===== src/rtl/key_uart_tx.sv =====
// Counts key-press pulses and sends each updated count as one UART 8N1 frame, LSB first.
// Latency: flag in cycle N drives the start bit from cycle N+1. No backpressure; one press is held pending while busy.
module key_uart_tx #(
    parameter int CLK_FREQ = 50_000_000,
    parameter int BAUD     = 9600
) (
    input  logic       sys_clk,
    input  logic       rst_n,
    input  logic       flag,
    output logic       tx,
    output logic       busy,
    output logic [7:0] press_cnt
);

    localparam int BAUD_CNT_MAX = CLK_FREQ / BAUD;
    localparam int CNT_W        = (BAUD_CNT_MAX > 1) ? $clog2(BAUD_CNT_MAX) : 1;
    localparam logic [CNT_W-1:0] CNT_LAST = CNT_W'(BAUD_CNT_MAX - 1);

    typedef enum logic [1:0] {
        IDLE  = 2'd0,
        START = 2'd1,
        DATA  = 2'd2,
        STOP  = 2'd3
    } state_t;

    state_t           state_q, state_d;
    logic [CNT_W-1:0] cnt_q, cnt_d;
    logic [2:0]       bit_q, bit_d;
    logic [7:0]       shift_q, shift_d;
    logic             pending_q, pending_d;
    logic [7:0]       press_q, press_d;
    logic             tx_q, tx_d;
    logic             busy_q, busy_d;
    logic             baud_done;

    always_ff @(posedge sys_clk or negedge rst_n) begin
        if (!rst_n) begin
            state_q   <= IDLE;
            cnt_q     <= '0;
            bit_q     <= '0;
            shift_q   <= '0;
            pending_q <= 1'b0;
            press_q   <= '0;
            tx_q      <= 1'b1;
            busy_q    <= 1'b0;
        end else begin
            state_q   <= state_d;
            cnt_q     <= cnt_d;
            bit_q     <= bit_d;
            shift_q   <= shift_d;
            pending_q <= pending_d;
            press_q   <= press_d;
            tx_q      <= tx_d;
            busy_q    <= busy_d;
        end
    end

    always_comb begin
        state_d   = state_q;
        cnt_d     = cnt_q;
        bit_d     = bit_q;
        shift_d   = shift_q;
        pending_d = pending_q;
        press_d   = press_q + 8'(flag);
        baud_done = (cnt_q == CNT_LAST);

        case (state_q)
            IDLE: begin
                // press_d already includes a press arriving this cycle
                if (flag || pending_q) begin
                    state_d   = START;
                    shift_d   = press_d;
                    pending_d = 1'b0;
                    cnt_d     = '0;
                    bit_d     = '0;
                end
            end
            START: begin
                if (flag) pending_d = 1'b1;
                if (baud_done) begin
                    cnt_d   = '0;
                    bit_d   = '0;
                    state_d = DATA;
                end else begin
                    cnt_d = cnt_q + CNT_W'(1);
                end
            end
            DATA: begin
                if (flag) pending_d = 1'b1;
                if (baud_done) begin
                    cnt_d = '0;
                    if (bit_q == 3'd7) begin
                        bit_d   = '0;
                        state_d = STOP;
                    end else begin
                        bit_d = bit_q + 3'd1;
                    end
                end else begin
                    cnt_d = cnt_q + CNT_W'(1);
                end
            end
            STOP: begin
                if (baud_done) begin
                    cnt_d = '0;
                    // Chain straight into the next start bit, no idle gap
                    if (pending_q || flag) begin
                        state_d   = START;
                        shift_d   = press_d;
                        pending_d = 1'b0;
                    end else begin
                        state_d = IDLE;
                    end
                end else begin
                    cnt_d = cnt_q + CNT_W'(1);
                    if (flag) pending_d = 1'b1;
                end
            end
            default: begin
                state_d = IDLE;
            end
        endcase

        case (state_d)
            START:   tx_d = 1'b0;
            DATA:    tx_d = shift_d[bit_d];
            default: tx_d = 1'b1;
        endcase
        busy_d = (state_d != IDLE);
    end

    assign tx        = tx_q;
    assign busy      = busy_q;
    assign press_cnt = press_q;

endmodule


===== config.mk =====
export PLATFORM = sky130hd
export DESIGN_NAME = key_uart_tx
export DESIGN_NICKNAME = d
export VERILOG_FILES = /design/src/rtl/key_uart_tx.sv
export SDC_FILE = /design/constraint.sdc
export NUM_CORES = 1
export LEC_CHECK = 0
export ABC_AREA = 1
export BUFFER_PORTS_ARGS = -buffer_cell sky130_fd_sc_hd__buf_2
export CORE_MARGIN = 2
export CORE_UTILIZATION = 40
export DETAILED_ROUTE_END_ITERATION = 10
export PLACE_DENSITY = 0.66
export SYNTH_ARGS = -nofsm -noshare
export SYNTH_HDL_FRONTEND = slang
export SYNTH_SLANG_ARGS = --single-unit

===== constraint.sdc =====
create_clock -name sys_clk -period 3.6 [get_ports sys_clk]
set_input_delay 0.18 -clock sys_clk [delete_from_list [all_inputs] [get_ports sys_clk]]
set_output_delay 0.18 -clock sys_clk [all_outputs]
set_load 0.005 [all_outputs]

==> results.py, run 1 <==
metrics = {
    "run_status": {
        "status": "complete, but fails checks",
        "violations": "negative hold slack",
    },
    "synth": {
        "syn_avg_cell_area_um2": 7.91,
        "netlist_area_um2": 2130,
        "yosys_warnings": 0,
        "syn_inst": 269,
        "ys_types": 30,
        "seq_area_frac_synth": 0.436,
        "ys_seq_elements": 37,
        "syn_nets": 283,
    },
    "routing": {
        "avgViaCountPerCell": 4.63,
        "totalWireLength_um": 3880,
        "vias": 1663,
        "remaining_drc_errors": 0,
        "drtAntennaViolNets": 0,
        "wl_per_cell_um": 10.8,
        "drtIter0Drc": 98,
        "drt_pass1_iterations": 4,
    },
    "placement": {
        "place_area_um2": 2280,
        "io_buffers": 12,
        "place_congestion": 0.852,
        "dp_hpwl_um": 2990,
        "dp_slack_ns": 1.59,
    },
    "die": {
        "pin_count": 13,
        "die_h_um": 76.9,
        "coreArea_um2": 5110,
        "die_x_um": 76.9,
        "row_count": 26,
        "dieArea_um2": 5920,
        "start_util": 0.417,
    },
    "pwr": {
        "p_switching_mw": 0.452,
        "power.leakage_nw": 1.18,
        "peakVddDrop_uv": 201,
        "p_clk_frac": 0.222,
        "power_switching_share": 0.363,
        "pwr-share-seq": 0.487,
        "combPwrFrac": 0.291,
        "p_int_mw": 0.792,
        "power_density_nw_per_um2": 528,
    },
    "worst_setup_path": {
        "timing.rr.start": "state_q[0]$_DFF_PN0_",
        "startpoint": "state_q[0]$_DFF_PN0_",
        "cp_cell_sequence": "inv_1, ha_1, inv_1, nor2_4, inv_1, nand4_1, nor4_1, nand2_1, nand2_1, nor2_1",
        "r2r_cells": 10,
        "cp.required_ns": 3.78,
        "max_stage_delay_ns": 0.39,
        "setup.worst_path.start_class": "register",
        "cp_max_fo": 6,
        "cp_top_family": "simple AND/OR/NAND/NOR gates",
        "reg2reg_slack_ns": 1.58,
        "crit_top_cell": "inv_1",
        "r2r-end": "cnt_q[9]$_DFFE_PN0P_",
        "worstSetupPathType": "reg -> reg",
        "crit_arrival_ns": 2.20,
        "critical_path_buf_inv_count": 3,
        "end_kind": "register",
        "critPathSlowestCell": "dfrtp_1",
    },
    "cells_and_area": {
        "diodes": 0,
        "final_nets": 302,
        "fin_util": 0.462,
        "drive_gt1_frac": 0.183,
        "syn_to_final_growth_pct": 10.8,
        "regArea_um2": 927,
        "final_area_um2": 2360,
        "multi_input_area_um2": 1070,
        "n_fill_cell": 524,
    },
    "hold_path": {
        "hold_class": "in -> async",
    },
    "cts": {
        "cts_tree": "yes",
        "root_buffer": "clkbuf_8",
        "cts_buffer_depth": 2,
        "cts_sinks": 37,
        "cts_resized": 0,
        "clk_pin_slew_ns": 0.07,
        "clk_latency_ns": 0.29,
        "h-tree-depth": 2,
        "cts_setup_buffers": 0,
        "cts_hold_buffers": 0,
        "cts_made_buffers": 5,
    },
    "sta": {
        "period_minus_slack_ns": 2.02,
        "tightest_slew_ns": 0.816,
        "finalCritPeriodShare": 0.562,
        "final.setup_skew_ns": 0.00887,
        "rsz0062_at_grt": "false",
        "drv_slew": 0,
        "setup_viol": 0,
        "hold_violations": 36,
        "holdWs_ns": -0.0213,
        "finalSetupTns_ns": 0,
        "fmax_mhz": 495,
        "slew_headroom": 0.456,
        "fin_ws_ns": 1.58,
    },
    "global_routing": {
        "grt_max_degree": 38,
        "grt_pass1_vias": 1619,
        "grt_pass1_wl_um": 7270,
        "grt_overflow_total": 0,
        "grtUsageTotal": 0.154,
        "antenna_found_initial": 0,
    },
    "run": {
        "maxCapViolations": 0,
    },
}
power by group through the flow:
| stage | registers [mW] | clock network (mW) | logic [mW] |
|---|---|---|---|
| 5_1_grt | 0.624 | 0.316 | 0.432 |
| 3_3_place_gp | 0.608 | 0 | 0.364 |
| 6_report | 0.606 | 0.277 | 0.362 |
| 4_1_cts | 0.606 | 0.288 | 0.369 |
| 3_5_place_dp | 0.613 | 0 | 0.368 |
| 2_1_floorplan | 0.601 | 0 | 0.261 |
area by class of cell:
class / count / share of cell area
repair buffers: 12 / 0.0255
flip-flops and latches: 37 / 0.393
inverters: 36 / 0.0573
clock inverters: 1 / 0.00212
well taps: 70 / 0.0372
multi-input cells: 196 / 0.452
clock buffers: 7 / 0.0324
placed cells by master, fill, tap and decap left out, types with 4 or more instances in the layout:
cell type	instances
a21oi_1	7
buf_2	12
clkbuf_8	5
dfrtp_1	36
ha_1	11
inv_1	29
inv_2	6
nand2_1	80
nand2_2	11
nand3_1	20
nor2_1	24
nor2_2	5
nor3_1	4
o21ai_0	8
worst max-delay path by stage:
stage / slack, ns / cells after the start / endpoint
4_1_cts: 1.57 / 10 / cnt_q[9]$_DFFE_PN0P_
6_report: 1.58 / 10 / cnt_q[9]$_DFFE_PN0P_
3_5_place_dp: 1.59 / 10 / cnt_q[9]$_DFFE_PN0P_
5_1_grt: 1.30 / 10 / cnt_q[7]$_DFFE_PN0P_
3_3_place_gp: 1.68 / 10 / cnt_q[9]$_DFFE_PN0P_
2_1_floorplan: 1.89 / 10 / cnt_q[9]$_DFFE_PN0P_
logic make-up (layout without fill, tap and decap cells):
kind of cell    Yosys count  in the layout  share of synthesized area
simple gates            161            161                      0.366
compound gates           20             20                     0.0535
buf+inv                  36             56                     0.0635
flops                    37             37                      0.436
xor+xnor                  4              4                     0.0165
fa+ha+maj                11             11                     0.0647
synthesized netlist by cell type, drive strengths merged:
library cell | count | area (µm²)
a32oi | 1 | 8.76
ha | 11 | 138
a21oi | 8 | 43.8
nand4 | 2 | 12.5
o21ai | 9 | 45.0
nand2 | 92 | 380
clkinv | 1 | 3.75
nor4 | 1 | 6.26
nor2 | 32 | 155
and2 | 2 | 12.5
nand3 | 25 | 165
xnor2 | 1 | 8.76
dfrtp | 36 | 901
nor3 | 6 | 40.0
dfstp | 1 | 26.3
a211oi | 1 | 7.51
a22o | 1 | 8.76
xor2 | 3 | 26.3
inv | 35 | 131
nor3b | 1 | 7.51
routing by layer:
layer,track usage,vias to the layer above,part of all wire
li1,-,892,-
met5,0,-,0
met2,0.236,16,0.44
met1,0.212,750,0.51
met3,0.0353,5,0.026
met4,0.0600,0,0.019
worst register-to-register path: stages, from the launching register on:
cell and delay, ns:
dfrtp_1 0.39, inv_1 0.11, ha_1 0.24, inv_1 0.20, nor2_4 0.09, inv_1 0.12, nand4_1 0.24, nor4_1 0.33
nand2_1 0.09, nand2_1 0.07, nor2_1 0.04
state kept, by name (all words and copies together), names as in the netlist:
| signal | count |
|---|---|
| bit_q | 3 |
| busy | 1 |
| cnt_q | 13 |
| pending_q | 1 |
| press_cnt | 8 |
| shift_q | 8 |
| state_q | 2 |
| tx | 1 |
per-stage QoR:
stage          power (mW)  instances
3_3_place_gp        0.972        351
2_1_floorplan       0.862        269
5_1_grt              1.37        359
3_5_place_dp        0.981        351
6_report             1.24        359
4_1_cts              1.26        359
(Power assumes the default switching activity.)
==> run 2, diff against run 1 <==
--- a/config.mk
+++ b/config.mk
@@ -10,7 +10,7 @@
 export CORE_MARGIN = 2
 export CORE_UTILIZATION = 40
 export DETAILED_ROUTE_END_ITERATION = 10
-export PLACE_DENSITY = 0.66
+export PLACE_DENSITY = 0.68
 export SYNTH_ARGS = -nofsm -noshare
 export SYNTH_HDL_FRONTEND = slang
 export SYNTH_SLANG_ARGS = --single-unit
==> constraint.sdc (replaced) <==
create_clock -name sys_clk -period 1.7 [get_ports sys_clk]
set_input_delay 0.085 -clock sys_clk [delete_from_list [all_inputs] [get_ports sys_clk]]
set_output_delay 0.085 -clock sys_clk [all_outputs]
set_load 0.005 [all_outputs]
==> run 2 against run 1 <==
  * The flow finishes with violations (negative setup slack)
  * Clock power rose by 140%
  * Utilization rose by 10 points
  * Total power rose by 140%
  * Combinational power rose to 3.0 times the previous value
  * Via count rose by 12%
  * Sequential cell count did not move
  * Sequential power rose by 110%
  * Clock skew fell by 0.0035 ns
  * Global-route usage rose by 1.4 points
  * Sequential share of layout area fell by 7.1 points
  * Final area rose by 22%
  * Non-clock buffer count rose by 38
  * Highest routed layer unchanged
==> results.py, run 2 (same netlist as run 1, synthesis figures left out) <==
metrics = {
    "routing": {
        "drtIter0Drc": 103,
        "vias": 1870,
        "totalWireLength_um": 4590,
        "remaining_drc_errors": 0,
        "drt_pass1_iterations": 4,
        "drtAntennaViolNets": 0,
        "wl_per_cell_um": 11.5,
        "avgViaCountPerCell": 4.71,
    },
    "global_routing": {
        "grt_pass1_vias": 1880,
        "grtUsageTotal": 0.168,
        "grt_overflow_total": 0,
        "antenna_found_initial": 0,
        "grt_max_degree": 38,
        "grt_pass1_wl_um": 7930,
    },
    "worst_setup_path": {
        "end_kind": "register",
        "crit_arrival_ns": 1.99,
        "reg2reg_slack_ns": -0.07,
        "r2r_cells": 16,
        "setup.worst_path.start_class": "register",
        "timing.rr.start": "state_q[0]$_DFF_PN0_",
        "cp_max_fo": 5,
        "r2r-end": "tx$_DFF_PN1_",
        "cp.required_ns": 1.92,
        "worstSetupPathType": "reg -> reg",
    },
    "cells_and_area": {
        "top_register": "cnt_q",
        "multi_input_area_um2": 1260,
        "largest_reg_flops": 13,
        "diodes": 0,
        "final_nets": 340,
        "most-common-layout-cells": "nand2_1, dfrtp_1, buf_4",
        "final_common_cell": "nand2_1",
        "n_fill_cell": 459,
        "regArea_um2": 928,
        "syn_to_final_growth_pct": 35.2,
        "drive_gt1_frac": 0.376,
    },
    "cts": {
        "cts_tree": "yes",
        "h-tree-depth": 2,
        "clk_pin_slew_ns": 0.07,
        "root_buffer": "clkbuf_8",
        "clk_latency_ns": 0.29,
        "cts_made_buffers": 5,
        "cts_sinks": 37,
        "cts_buffer_depth": 2,
    },
    "die": {
        "row_count": 26,
        "die_h_um": 76.9,
        "coreArea_um2": 5110,
        "pin_count": 13,
        "start_util": 0.417,
        "die_x_um": 76.9,
        "dieArea_um2": 5920,
    },
    "sta": {
        "fmax_mhz": 565,
        "holdWs_ns": 0.126,
        "period_minus_slack_ns": 1.77,
        "hold_violations": 0,
        "fin_ws_ns": -0.0699,
        "slew_headroom": 0.689,
        "finalCritPeriodShare": 1.04,
        "finalSetupTns_ns": -0.0699,
        "setup_viol": 1,
        "final.setup_skew_ns": 0.00538,
        "tightest_slew_ns": 0.467,
        "drv_slew": 0,
        "rsz0062_at_grt": "true",
    },
    "pwr": {
        "power_density_nw_per_um2": 1050,
        "combPwrFrac": 0.359,
        "power.leakage_nw": 1.40,
        "p_int_mw": 1.93,
        "p_switching_mw": 1.09,
        "pwr-share-seq": 0.420,
        "p_clk_frac": 0.220,
        "peakVddDrop_uv": 443,
        "finalPower_mw": 3.02,
        "power_switching_share": 0.361,
    },
    "run": {
        "maxCapViolations": 0,
    },
    "hold_path": {
        "hp-start": "flag",
        "hold_end": "press_cnt[0]$_DFF_PN0_",
        "hold_class": "in -> reg",
        "hold_depth": 2,
    },
    "placement": {
        "io_buffers": 12,
        "place_congestion": 0.855,
        "dp_hpwl_um": 3190,
    },
    "run_status": {
        "status": "complete, but fails checks",
        "violations": "negative setup slack",
    },
}
-- run 2: cell types whose count changed in the layout (fill, tap and decap cells not counted), moves of 5 or more --
cell / before / now
ha_1: 11 / 4
buf_4: 0 / 34
nand2_1: 80 / 75
nor2_4: 3 / 8
nor2_1: 24 / 17
nand2_4: 1 / 6
inv_1: 29 / 23
-- run 2: worst max path at each step --
| stage | start | to | slack, ns |
|---|---|---|---|
| after detailed placement | state_q[0]$_DFF_PN0_ | tx$_DFF_PN1_ | -0.11 |
| after CTS | state_q[0]$_DFF_PN0_ | tx$_DFF_PN1_ | -0.07 |
| final | state_q[0]$_DFF_PN0_ | tx$_DFF_PN1_ | -0.07 |
| after global placement | state_q[0]$_DFF_PN0_ | tx$_DFF_PN1_ | -0.09 |
| after floorplan | state_q[0]$_DFF_PN0_ | tx$_DFF_PN1_ | 0.03 |
| after global routing | press_cnt[0]$_DFF_PN0_ | tx$_DFF_PN1_ | -0.29 |
-- run 2: worst max-delay path, stage by stage, from the launching register on --
cell,delay [ns]
dfrtp_2,0.45
clkinv_4,0.10
ha_4,0.15
inv_1,0.05
nor2_1,0.08
nand2_1,0.09
nor3_4,0.21
buf_6,0.13
a21oi_4,0.03
nand2_1,0.07
nand2_1,0.05
nand2_1,0.05
nand2_1,0.05
nand2_1,0.05
nand2_1,0.04
nand2_1,0.05
nand2_1,0.05
-- run 2: timing repair --
item | 4_1_cts | 5_1_grt
endpoints found under the hold margin | 36 | 0
gates resized for setup | 20 | 37
pin swaps | 9 | 15
setup endpoints to repair | 6 | 13
setup buffers | 7 | 5
hold buffers | 1 | 0
-- run 2: routing by layer --
layer	wire length (µm)	up-vias	track usage
met5	0	-	0
met4	119	0	0.0727
met3	136	10	0.0365
met2	2210	31	0.277
met1	2120	864	0.212
li1	-	965	-
-- run 2: area by class of cell --
type | count | area share
sequential | 37 | 0.323
clock buffer | 7 | 0.0335
tap | 70 | 0.0304
clock inverter | 1 | 0.00174
inverter | 36 | 0.0496
timing repair buffer | 50 | 0.125
multi-input combinational | 196 | 0.437
-- run 2: power groups by stage --
stage	combinational [mW]	sequential, mW	clock, mW
2_1_floorplan	0.553	1.27	0
3_3_place_gp	0.903	1.26	0
3_5_place_dp	0.926	1.26	0
4_1_cts	0.969	1.26	0.693
5_1_grt	1.22	1.30	0.733
6_report	1.09	1.27	0.666
-- run 2: through the flow --
step,std cells,setup WS [ns],utilization,instance area (µm²)
after global routing,397,-0.287,0.563,2880
final,397,-0.0699,0.563,2880
after CTS,394,-0.0653,0.535,2730
after detailed placement,378,-0.111,0.485,2480
after global placement,378,-0.0862,0.485,2480
after floorplan,269,0.0254,-,2130
